File: src/rtl/datapath_ctrl.sv
// Sequencing controller for the 4-bit accumulator datapath: LOAD / INC / ROT (and QLOAD
// when DATAPATH_CTRL_QLOAD_EN is defined), writing the result to R1 and pulsing done.
module datapath_ctrl #(
  parameter logic [2:0] ALU_ADD_CODE  = 3'b000,
  parameter logic [2:0] ALU_IDLE_CODE = 3'b000
) (
  input  logic       clk,
  input  logic       reset,
  input  logic       start,
  input  logic [1:0] op,
  input  logic [3:0] count,
  output logic       busy,
  output logic       done,
  output logic       err,
  output logic       mux_2x1_R1_sel,
  output logic       mux_2x1_alu_a_sel,
  output logic       mux_2x1_acc_sel,
  output logic       acc_load_sel,
  output logic       q_dir_sel,
  output logic [2:0] alu_control
);

  typedef enum logic [2:0] {S_IDLE, S_EXEC, S_SHIFT, S_WRITE, S_DONE} state_t;

  localparam logic [1:0] OP_INC   = 2'd1;
  localparam logic [1:0] OP_ROT   = 2'd2;
  localparam logic [1:0] OP_QLOAD = 2'd3;

  state_t     state, state_nx;
  logic [1:0] op_q;
  logic [3:0] count_q;
  logic [3:0] cnt;
  logic       err_q;
  logic       ready, legal, accept;

  assign ready = (state == S_IDLE) || (state == S_DONE);
`ifdef DATAPATH_CTRL_QLOAD_EN
  assign legal = 1'b1;
`else
  assign legal = (op != OP_QLOAD);
`endif
  assign accept = ready && start && legal;

  always_ff @(posedge clk) begin
    if (reset) begin
      state   <= S_IDLE;
      op_q    <= '0;
      count_q <= '0;
      cnt     <= '0;
      err_q   <= 1'b0;
    end else begin
      state <= state_nx;
      err_q <= ready && start && !legal;
      if (accept) begin
        op_q    <= op;
        count_q <= count;
      end
      if (state == S_EXEC)
        cnt <= count_q;
      else if (state == S_SHIFT)
        cnt <= cnt - 4'd1;
    end
  end

  always_comb begin
    state_nx          = state;
    busy              = 1'b0;
    done              = 1'b0;
    mux_2x1_R1_sel    = 1'b0;
    mux_2x1_alu_a_sel = 1'b0;
    mux_2x1_acc_sel   = 1'b0;
    acc_load_sel      = 1'b0;
    alu_control       = ALU_IDLE_CODE;
    case (state)
      S_IDLE: state_nx = accept ? S_EXEC : S_IDLE;
      S_EXEC: begin
        busy              = 1'b1;
        acc_load_sel      = 1'b1;
        alu_control       = ALU_ADD_CODE;
        mux_2x1_alu_a_sel = (op_q == OP_INC);
        mux_2x1_acc_sel   = (op_q == OP_QLOAD);
        state_nx          = (op_q == OP_ROT && count_q != 4'd0) ? S_SHIFT : S_WRITE;
      end
      // cnt holds the remaining shifts including the current one
      S_SHIFT: begin
        busy     = 1'b1;
        state_nx = (cnt == 4'd1) ? S_WRITE : S_SHIFT;
      end
      S_WRITE: begin
        busy     = 1'b1;
        state_nx = S_DONE;
      end
      S_DONE: begin
        done     = 1'b1;
        state_nx = accept ? S_EXEC : S_IDLE;
      end
      default: state_nx = S_IDLE;
    endcase
  end

  assign err = err_q;
`ifdef DATAPATH_CTRL_QLOAD_EN
  assign q_dir_sel = busy && count_q[0];
`else
  assign q_dir_sel = 1'b0;
`endif

endmodule

File: config.mk
export PLATFORM = sky130hd
export DESIGN_NAME = datapath_ctrl
export DESIGN_NICKNAME = d
export VERILOG_FILES = /design/src/rtl/datapath_ctrl.sv
export SDC_FILE = /design/constraint.sdc
export NUM_CORES = 1
export LEC_CHECK = 0
export BUFFER_PORTS_ARGS = -buffer_cell sky130_fd_sc_hd__buf_2
export CAP_MARGIN = 0
export CELL_PAD_IN_SITES_DETAIL_PLACEMENT = 1
export CELL_PAD_IN_SITES_GLOBAL_PLACEMENT = 1
export CORE_ASPECT_RATIO = 0.9
export CORE_MARGIN = 1.5
export CORE_UTILIZATION = 37
export DETAILED_ROUTE_END_ITERATION = 16
export HOLD_SLACK_MARGIN = 0.03
export PLACE_DENSITY_LB_ADDON = 0.1
export SYNTH_ARGS = -nofsm -noshare
export SYNTH_HDL_FRONTEND = slang
export SYNTH_SLANG_ARGS = --single-unit
File: constraint.sdc
create_clock -name clk -period 1.9 [get_ports clk]
set_clock_uncertainty 0.15 [all_clocks]
set_input_delay 0.19 -clock clk [delete_from_list [all_inputs] [get_ports clk]]
set_output_delay 0.19 -clock clk [all_outputs]
set_load 0.05 [all_outputs]
==> flow_summary.json, run 1 <==
{
  "status": "complete, no violations",
  "power_leakage_nw": 0.3930,
  "arrival_ns": 1.43,
  "holdPathStages": 3,
  "die_y_um": 46.76,
  "grt_pass1_wl_mm": 3.291,
  "grt_usage": 0.1934,
  "gr-total-overflow": 0,
  "cp-start-kind": "flop",
  "fin_crit_sh": 0.9312,
  "critPathKind": "reg -> out",
  "fin_crit_ns": 1.769,
  "hold_violations": 0,
  "synth_area_leaders": "dfxtp_1, o21ai_0, buf_4, a21oi_1, nor2_1",
  "synth-seq-area-share": 0.3561,
  "synth.distinct_cells": 34,
  "syn2layout_area_growth_pct": 23.37,
  "synth_flop_cell": "dfxtp_1",
  "yosys_warnings": 0,
  "worst_pin_slew_ns": 0.5542,
  "dieArea_um2": 2413,
  "met2_usage": 0.3179,
  "cp_max_fo": 10,
  "grt_pass1_vias": 714,
  "layout-drive-gt1-share": 0.2500,
  "hold_path.class": "in -> reg",
  "num_antenna_cells": 0,
  "seqCellArea_um2": 282.8,
  "antenna_found_initial": 0,
  "final_core_util": 0.4974,
  "io_pins": 20,
  "async_reset_ff_frac": 0,
  "slew_headroom": 0.6253,
  "syn-mean-instance-area_um2": 8.284,
  "clock_latency_ns": 0.29,
  "drc": 0,
  "hpwl_mm": 1.416,
  "die_width_um": 51.62,
  "nFillCells": 251,
  "place.gp.congestion": 0.6844,
  "layout.nets": 128,
  "vias_per_cell": 5.284,
  "cp.required_ns": 1.56,
  "power.density_nw_per_um2": 987.5,
  "grt_use_met3": 0.07006,
  "fp-row-count": 15,
  "fin_tns_setup_ns": 0,
  "start_util": 0.4032,
  "max_freq_ghz": 0.5652,
  "grt_max_degree": 16,
  "finalWirelength_mm": 2.058,
  "synth_largest_area_cell": "dfxtp_1",
  "cts_buffer_depth": 2,
  "final_area_um2": 970.9,
  "num_vias": 745,
  "drt-initial-drc-count": 7,
  "worstPathCellList": "nor3b_4, nand2_1, nor2_4, buf_2",
  "cts_inserted_buffers": 3,
  "dp_cells": 131,
  "synth_cells": 95,
  "h-tree-depth": 1,
  "placed_area_um2": 877.1,
  "setup_viol": 0,
  "slowest_delay_ns": 0.43,
  "drv_slew": 0,
  "max-cap-violations": 0,
  "cts-root-buf": "clkbuf_4",
  "cts.clk_slew.worst_paths_ns": 0.08,
  "globalRouteMet1Util": 0.2466,
  "fp.coreArea_um2": 1952,
  "multiInputGateArea_um2": 469.2,
  "rsz0062_at_grt": "no",
  "cp_slowest_cell": "dfxtp_2",
  "drt_pre_antenna_iters": 4,
  "clock_sinks": 14,
  "fin_cells": 141,
  "end_kind": "output port",
  "r2r_cells": 5,
  "synth_top_cell_area_share": 0.3561,
  "busiest_layer": "met2",
  "io_buffers": 14,
  "cts_tree": "done",
  "ant_nets": 0,
  "avgRoutedWirePerCell_um": 14.60,
  "synthesis.area_um2": 787.0,
  "irDropWorstVdd_mv": 0.5791,
  "synth_edf_count": 0,
  "synth-seq-cells": 14
}
[report_power, final]
group | switching (mW) | leakage, nW | internal [mW] | total (mW)
logic | 0.193 | 0.257 | 0.142 | 0.335
registers | 0.0615 | 0.115 | 0.337 | 0.398
clock network | 0.109 | 0.0210 | 0.117 | 0.226
[layout make-up]
cell class	instances	share of cell area
Multi-Input combinational cell	73	0.4832
Sequential cell	14	0.2912
Timing Repair Buffer	22	0.1443
Clock buffer	4	0.03737
Tap cell	25	0.03222
Inverter	3	0.01160
[cell usage in the layout, fill, tap and decap left out, drive strengths merged]
| cell type | count |
|---|---|
| nand2 | 3 |
| nor3 | 5 |
| and2 | 3 |
| nor4b | 3 |
| inv | 3 |
| o211ai | 1 |
| dfxtp | 14 |
| and3 | 1 |
| clkbuf | 4 |
| a21oi | 6 |
| buf | 18 |
| mux2 | 1 |
| a2111o | 1 |
| conb | 5 |
| o221ai | 1 |
| a31oi | 1 |
| o21ai | 10 |
| a22oi | 1 |
| o2bb2ai | 1 |
| nor3b | 2 |
| nor2b | 3 |
| nor4bb | 2 |
| a211oi | 1 |
| nor4 | 2 |
| nand2b | 3 |
| o31ai | 1 |
| nor2 | 7 |
| ha | 2 |
| dlygate4sd3 | 4 |
| and3b | 1 |
| nand3 | 4 |
| xnor2 | 1 |
| or3b | 1 |
[metal layers]
layer	part of all wire	vias to the layer above
li1	-	376
met1	0.48	352
met2	0.47	14
met3	0.043	3
met4	0.0053	0
met5	0	-
[final timing paths]
kind / start / end / slack, ns
worst min-delay path: op[0] / op_q[0]$_SDFFE_PP0P_ / 0.07
worst max register to register: state[0]$_SDFF_PP0_ / cnt[2]$_SDFFE_PP0P_ / 0.24
worst max-delay path: state[0]$_SDFF_PP0_ / mux_2x1_alu_a_sel / 0.13
worst min register to register: count_q[3]$_SDFFE_PP0P_ / count_q[3]$_SDFFE_PP0P_ / 0.35
[critical path: cells and delay by family, from the launching register on]
kind	cells	cell delay (ns)
buffers and inverters	1	0.26
flip-flops	1	0.43
AND/OR/NAND/NOR	3	0.46
[synthesized netlist by cell type (2+ instances only)]
library cell and n:
inv_1 3, nor2_1 7, dfxtp_1 14, nand2b_1 3, nor4bb_1 2, clkbuf_1 2, a21oi_1 6, buf_2 2
o21ai_0 10, buf_4 5, nor4_1 2, nor4b_1 3, and2_1 2, ha_1 2, nor2b_1 3, nor3_1 5
nand3_1 4, nand2_1 3, nor3b_2 2
[through the flow]
stage          worst slack [ns]  total power, mW  hold WS [ns]
2_1_floorplan          0.005861           0.6488        0.1175
3_3_place_gp             0.2718           0.7114        0.2960
3_5_place_dp             0.2292           0.7187        0.3094
4_1_cts                 0.02398           0.9620       0.07200
5_1_grt                 0.06171            1.019       0.09979
6_report                 0.1307           0.9588       0.07498
[repair_timing]
action,CTS,global route
gates resized for setup,0,2
hold buffers,4,0
hold endpoints to repair,4,0
setup buffers,2,0
endpoints found under the setup margin,2,3
[flip-flops by register name, indices dropped and copies added, names as in the netlist]
signal and count:
err 1, count_q 4, cnt 4, state 3
op_q 2
[kinds of logic after synthesis]
family,after synthesis,share of synthesized area
XOR/XNOR,1,0.01113
AO/OA/AOI/OAI,24,0.1844
buffers and inverters,12,0.08427
other,1,0.004765
multiplexers,1,0.01431
adder cells (fa/ha/maj),2,0.03179
AND/OR/NAND/NOR,40,0.3132
flip-flops,14,0.3561
Note: power is estimated with default switching activity, not from simulation.
==> run 2, diff against run 1 <==
--- a/config.mk
+++ b/config.mk
@@ -12,9 +12,11 @@
 export CORE_ASPECT_RATIO = 0.9
 export CORE_MARGIN = 1.5
 export CORE_UTILIZATION = 37
+export CTS_CLUSTER_SIZE = 28
 export DETAILED_ROUTE_END_ITERATION = 16
 export HOLD_SLACK_MARGIN = 0.03
 export PLACE_DENSITY_LB_ADDON = 0.1
+export REMOVE_ABC_BUFFERS = 1
 export SYNTH_ARGS = -nofsm -noshare
 export SYNTH_HDL_FRONTEND = slang
 export SYNTH_SLANG_ARGS = --single-unit
==> run 2 against run 1 <==
Largest power group unchanged. Fmax increased by 0.64%. Largest cell class unchanged. Via count decreased by 0.40%. Clock-buffer cell count down 1. Sequential share of layout area rose by 1.2 points. Critical path type unchanged.
==> flow_summary.json, run 2 (synthesized netlist as in run 1, its figures left out) <==
{
  "status": "complete, no violations",
  "hpwl_mm": 1.473,
  "fp.coreArea_um2": 1952,
  "syn2layout_area_growth_pct": 18.44,
  "dieArea_um2": 2413,
  "cts_tree": "done",
  "antenna_found_initial": 0,
  "final_cell_mix": "buf_2, dfxtp_1, o21ai_0",
  "cp-start-kind": "flop",
  "cp.required_ns": 1.56,
  "power_mw": 0.8935,
  "globalRouteMet1Util": 0.2734,
  "cts-root-buf": "clkbuf_4",
  "power.density_nw_per_um2": 958.6,
  "num_antenna_cells": 0,
  "die_y_um": 46.76,
  "grt_pass1_wl_mm": 3.498,
  "cts_buffer_depth": 2,
  "cp_slowest_cell": "dfxtp_2",
  "hold_path.class": "in -> reg",
  "clock_sinks": 14,
  "arrival_ns": 1.42,
  "drt-initial-drc-count": 5,
  "slowest_delay_ns": 0.42,
  "reg_top3": "cnt: 4 flops, count_q: 4 flops, state: 3 flops",
  "max-cap-violations": 0,
  "place.gp.congestion": 0.8073,
  "cp_max_fo": 9,
  "fin_crit_ns": 1.758,
  "busiest_layer": "met2",
  "fin_crit_sh": 0.9253,
  "power_leakage_nw": 0.3765,
  "drv_slew": 0,
  "fin_tns_setup_ns": 0,
  "grt_use_met3": 0.05732,
  "critPathKind": "reg -> out",
  "cts.clk_slew.worst_paths_ns": 0.08,
  "hold_violations": 0,
  "gr-total-overflow": 0,
  "cts_inserted_buffers": 3,
  "io_pins": 20,
  "fin_ws_ns": 0.1419,
  "setup_viol": 0,
  "rsz0062_at_grt": "no",
  "layout_commonest_cell": "buf_2",
  "layout-drive-gt1-share": 0.2301,
  "finalWirelength_mm": 1.968,
  "layout.nets": 126,
  "h-tree-depth": 1,
  "grt_pass1_vias": 724,
  "fp-row-count": 15,
  "avgRoutedWirePerCell_um": 14.26,
  "io_buffers": 14,
  "hold_slack_ns": 0.03061,
  "max_freq_ghz": 0.5688,
  "drt_pre_antenna_iters": 4,
  "grt_usage": 0.2056,
  "met2_usage": 0.3308,
  "irDropWorstVdd_mv": 0.4867,
  "num_vias": 742,
  "start_util": 0.4032,
  "vias_per_cell": 5.377,
  "die_width_um": 51.62,
  "drc": 0,
  "grt_max_degree": 16,
  "dpl_worst_slack_ns": 0.2981,
  "end_kind": "output port",
  "clock_latency_ns": 0.28,
  "ant_nets": 0,
  "worstPathCellList": "nor3b_4, and3_1, buf_2"
}
[run 2: changes by cell type in the layout (fill, tap and decap cells not counted), sizes merged]
| cell | previous run | this run |
|---|---|---|
| clkbuf | 4 | 3 |
| dlygate4sd3 | 4 | 3 |
| buf | 18 | 17 |
[run 2: stage by stage]
stage,instances,utilization,cell area [um^2]
2_1_floorplan,90,-,747.0
3_3_place_gp,132,0.4462,870.8
3_5_place_dp,132,0.4462,870.8
4_1_cts,138,0.4763,929.6
5_1_grt,138,0.4776,932.1
6_report,138,0.4776,932.1
[run 2: repair_timing]
item | 4_1_cts | 5_1_grt
buffers inserted | 0 | 0
pin swaps | 0 | 0
gates resized for setup | 1 | 2
hold buffers | 3 | 0
gates cloned | 0 | 0
setup endpoints to repair | 2 | 4
hold endpoints to repair | 3 | 0
[run 2: worst paths after layout]
kind	startpoint	to	slack, ns	cells past startpoint
setup / recovery	state[0]$_SDFF_PP0_	mux_2x1_acc_sel	0.14	3
hold / removal	count[3]	count_q[3]$_SDFFE_PP0P_	0.03	3
setup reg to reg	cnt[0]$_SDFFE_PP0P_	cnt[1]$_SDFFE_PP0P_	0.36	4
hold reg to reg	count_q[0]$_SDFFE_PP0P_	count_q[0]$_SDFFE_PP0P_	0.36	2
[run 2: area by class of cell]
| class | count | area [um^2] |
|---|---|---|
| Clock buffer | 3 | 22.52 |
| Sequential cell | 14 | 282.8 |
| Multi-Input combinational cell | 73 | 461.7 |
| Inverter | 3 | 11.26 |
| Timing Repair Buffer | 20 | 122.6 |
| Tap cell | 25 | 31.28 |
| Fill cell | 251 | 1020 |
[run 2: worst max-delay path, delay by kind of cell, from the launching register on]
kind                   cells  cell delay [ns]
AND/OR/NAND/NOR            2             0.46
flip-flops                 1             0.42
buffers and inverters      1             0.26
[run 2: routing by layer]
layer  up-vias  part of all wire
met2        16              0.45
met5         -                 0
met1       352              0.50
li1        372                 -
met3         2             0.044
met4         0            0.0086
[run 2: report_power, final]
part / switching [mW] / total (mW) / internal (mW)
Clock: 0.0950 / 0.168 / 0.0735
Sequential: 0.0615 / 0.398 / 0.337
Combinational: 0.191 / 0.327 / 0.136
Total: 0.348 / 0.894 / 0.546
==> run 3, diff against run 2 <==
--- a/config.mk
+++ b/config.mk
@@ -15,7 +15,7 @@
 export CTS_CLUSTER_SIZE = 28
 export DETAILED_ROUTE_END_ITERATION = 16
 export HOLD_SLACK_MARGIN = 0.03
-export PLACE_DENSITY_LB_ADDON = 0.1
+export PLACE_DENSITY = 0.73
 export REMOVE_ABC_BUFFERS = 1
 export SYNTH_ARGS = -nofsm -noshare
 export SYNTH_HDL_FRONTEND = slang
==> run 3 against run 2 <==
Routed wire length is 0.97% higher. Critical path depth stayed put. Critical path type unchanged. Via count is 1.8% higher. Worst setup slack better by 0.059 ns. Critical endpoint unchanged. First-iteration DRC count stayed put. Clock power hardly changed. Highest routed layer unchanged.
==> flow_summary.json, run 3 (synthesized netlist as in run 1, its figures left out) <==
{
  "fin_crit_ns": 1.699,
  "h-tree-depth": 1,
  "seqCellArea_um2": 281.5,
  "num_vias": 755,
  "critPathBufInv": 1,
  "cp.required_ns": 1.56,
  "cp-start-kind": "flop",
  "critPathKind": "reg -> out",
  "final_core_util": 0.4897,
  "hpwl_mm": 1.416,
  "rsz0062_at_grt": "no",
  "fin_crit_sh": 0.8942,
  "antenna_found_initial": 0,
  "hold_slack_ns": 0.08684,
  "drt-initial-drc-count": 5,
  "nFillCells": 267,
  "hold_start": "op[0]",
  "worstPathCellList": "nor3b_4, and3_1, buf_2",
  "end_kind": "output port",
  "arrival_ns": 1.36,
  "grt_pass1_wl_mm": 3.291,
  "cts_tree": "done",
  "power_leakage_nw": 0.3909,
  "die_y_um": 46.76,
  "die_width_um": 51.62,
  "setup_viol": 0,
  "io_pins": 20,
  "grt_pass1_vias": 771,
  "holdPathStages": 3,
  "layout.nets": 129,
  "ant_nets": 0,
  "io_buffers": 14,
  "multiInputGateArea_um2": 461.7,
  "final_cell_mix": "buf_2, dfxtp_1, o21ai_0",
  "dieArea_um2": 2413,
  "r2r_cells": 4,
  "hold_path.class": "in -> reg",
  "grt_usage": 0.1916,
  "startpoint": "state[0]$_SDFF_PP0_",
  "layout_commonest_cell": "buf_2",
  "power_mw": 0.9056,
  "max-cap-violations": 0,
  "cts-root-buf": "clkbuf_4",
  "avgRoutedWirePerCell_um": 14.09,
  "syn2layout_area_growth_pct": 21.46,
  "status": "complete, no violations",
  "place.gp.congestion": 0.7455,
  "slowest_delay_ns": 0.42,
  "layout-drive-gt1-share": 0.2328,
  "finalWirelength_mm": 1.987,
  "reg_top3": "cnt: 4 flops, count_q: 4 flops, state: 3 flops",
  "cp_slowest_cell": "dfxtp_2",
  "power.density_nw_per_um2": 947.3,
  "drt_pre_antenna_iters": 4,
  "timing.rr.start": "state[1]$_SDFF_PP0_",
  "grt_max_degree": 16,
  "clock_latency_ns": 0.28,
  "cts.clk_slew.worst_paths_ns": 0.08,
  "irDropWorstVdd_mv": 0.5093,
  "cts_buffer_depth": 2,
  "start_util": 0.4032,
  "num_antenna_cells": 0,
  "drv_slew": 0,
  "hold_violations": 0,
  "fp-row-count": 15,
  "fp.coreArea_um2": 1952,
  "gr-total-overflow": 0,
  "cts_inserted_buffers": 3,
  "max_freq_ghz": 0.5886,
  "cp_top_family": "flip-flops",
  "clock_sinks": 14,
  "vias_per_cell": 5.355,
  "cp_max_fo": 9,
  "drc": 0,
  "crit_cells": 3
}
run 3: layout make-up:
type	instances	share of cell area
Sequential cell	14	0.2945
Multi-Input combinational cell	73	0.4830
Tap cell	25	0.03272
Timing Repair Buffer	23	0.1545
Inverter	3	0.01178
Clock buffer	3	0.02356
run 3: layer usage:
metal  vias up  routed length (um)  track usage
li1        378                   -            -
met2        15                 944       0.3538
met3         2                  94      0.06688
met5         -                   0            0
met1       360                 935       0.2161
met4         0                  13      0.04737
run 3: path summary, 6_finish.rpt:
check	to	slack [ns]
worst max-delay path	mux_2x1_acc_sel	0.20
worst min-delay path	op_q[0]$_SDFFE_PP0P_	0.09
worst max register to register	count_q[0]$_SDFFE_PP0P_	0.27
worst min register to register	count_q[3]$_SDFFE_PP0P_	0.36
run 3: worst register-to-register path: cells and delay by family (launching register included):
kind | cells | cell delay [ns]
and+or+nand+nor | 1 | 0.52
buffers and inverters | 1 | 0.19
DFF | 1 | 0.37
AOI/OAI and AO/OA | 2 | 0.28
run 3: per-stage QoR:
step	instances	setup WS (ns)	setup TNS (ns)	area (um^2)
final	141	0.2011	0	955.9
after detailed placement	132	0.1842	0	870.8
after global routing	141	0.1012	0	955.9
after global placement	132	0.2522	0	870.8
after CTS	141	0.07830	0	954.7
after floorplan	90	-0.6285	-1.469	747.0
run 3: where the power goes:
part / switching [mW] / internal, mW / leakage, nW
clock network: 0.0955 / 0.0736 / 0.0138
logic: 0.203 / 0.146 / 0.262
registers: 0.0513 / 0.336 / 0.115
total: 0.350 / 0.555 / 0.391
run 3: what timing repair did:
action / CTS / global route
hold buffers: 4 / 0
buffers inserted: 2 / 0
gates resized for setup: 1 / 1
endpoints found under the hold margin: 4 / 0
setup endpoints to repair: 3 / 2
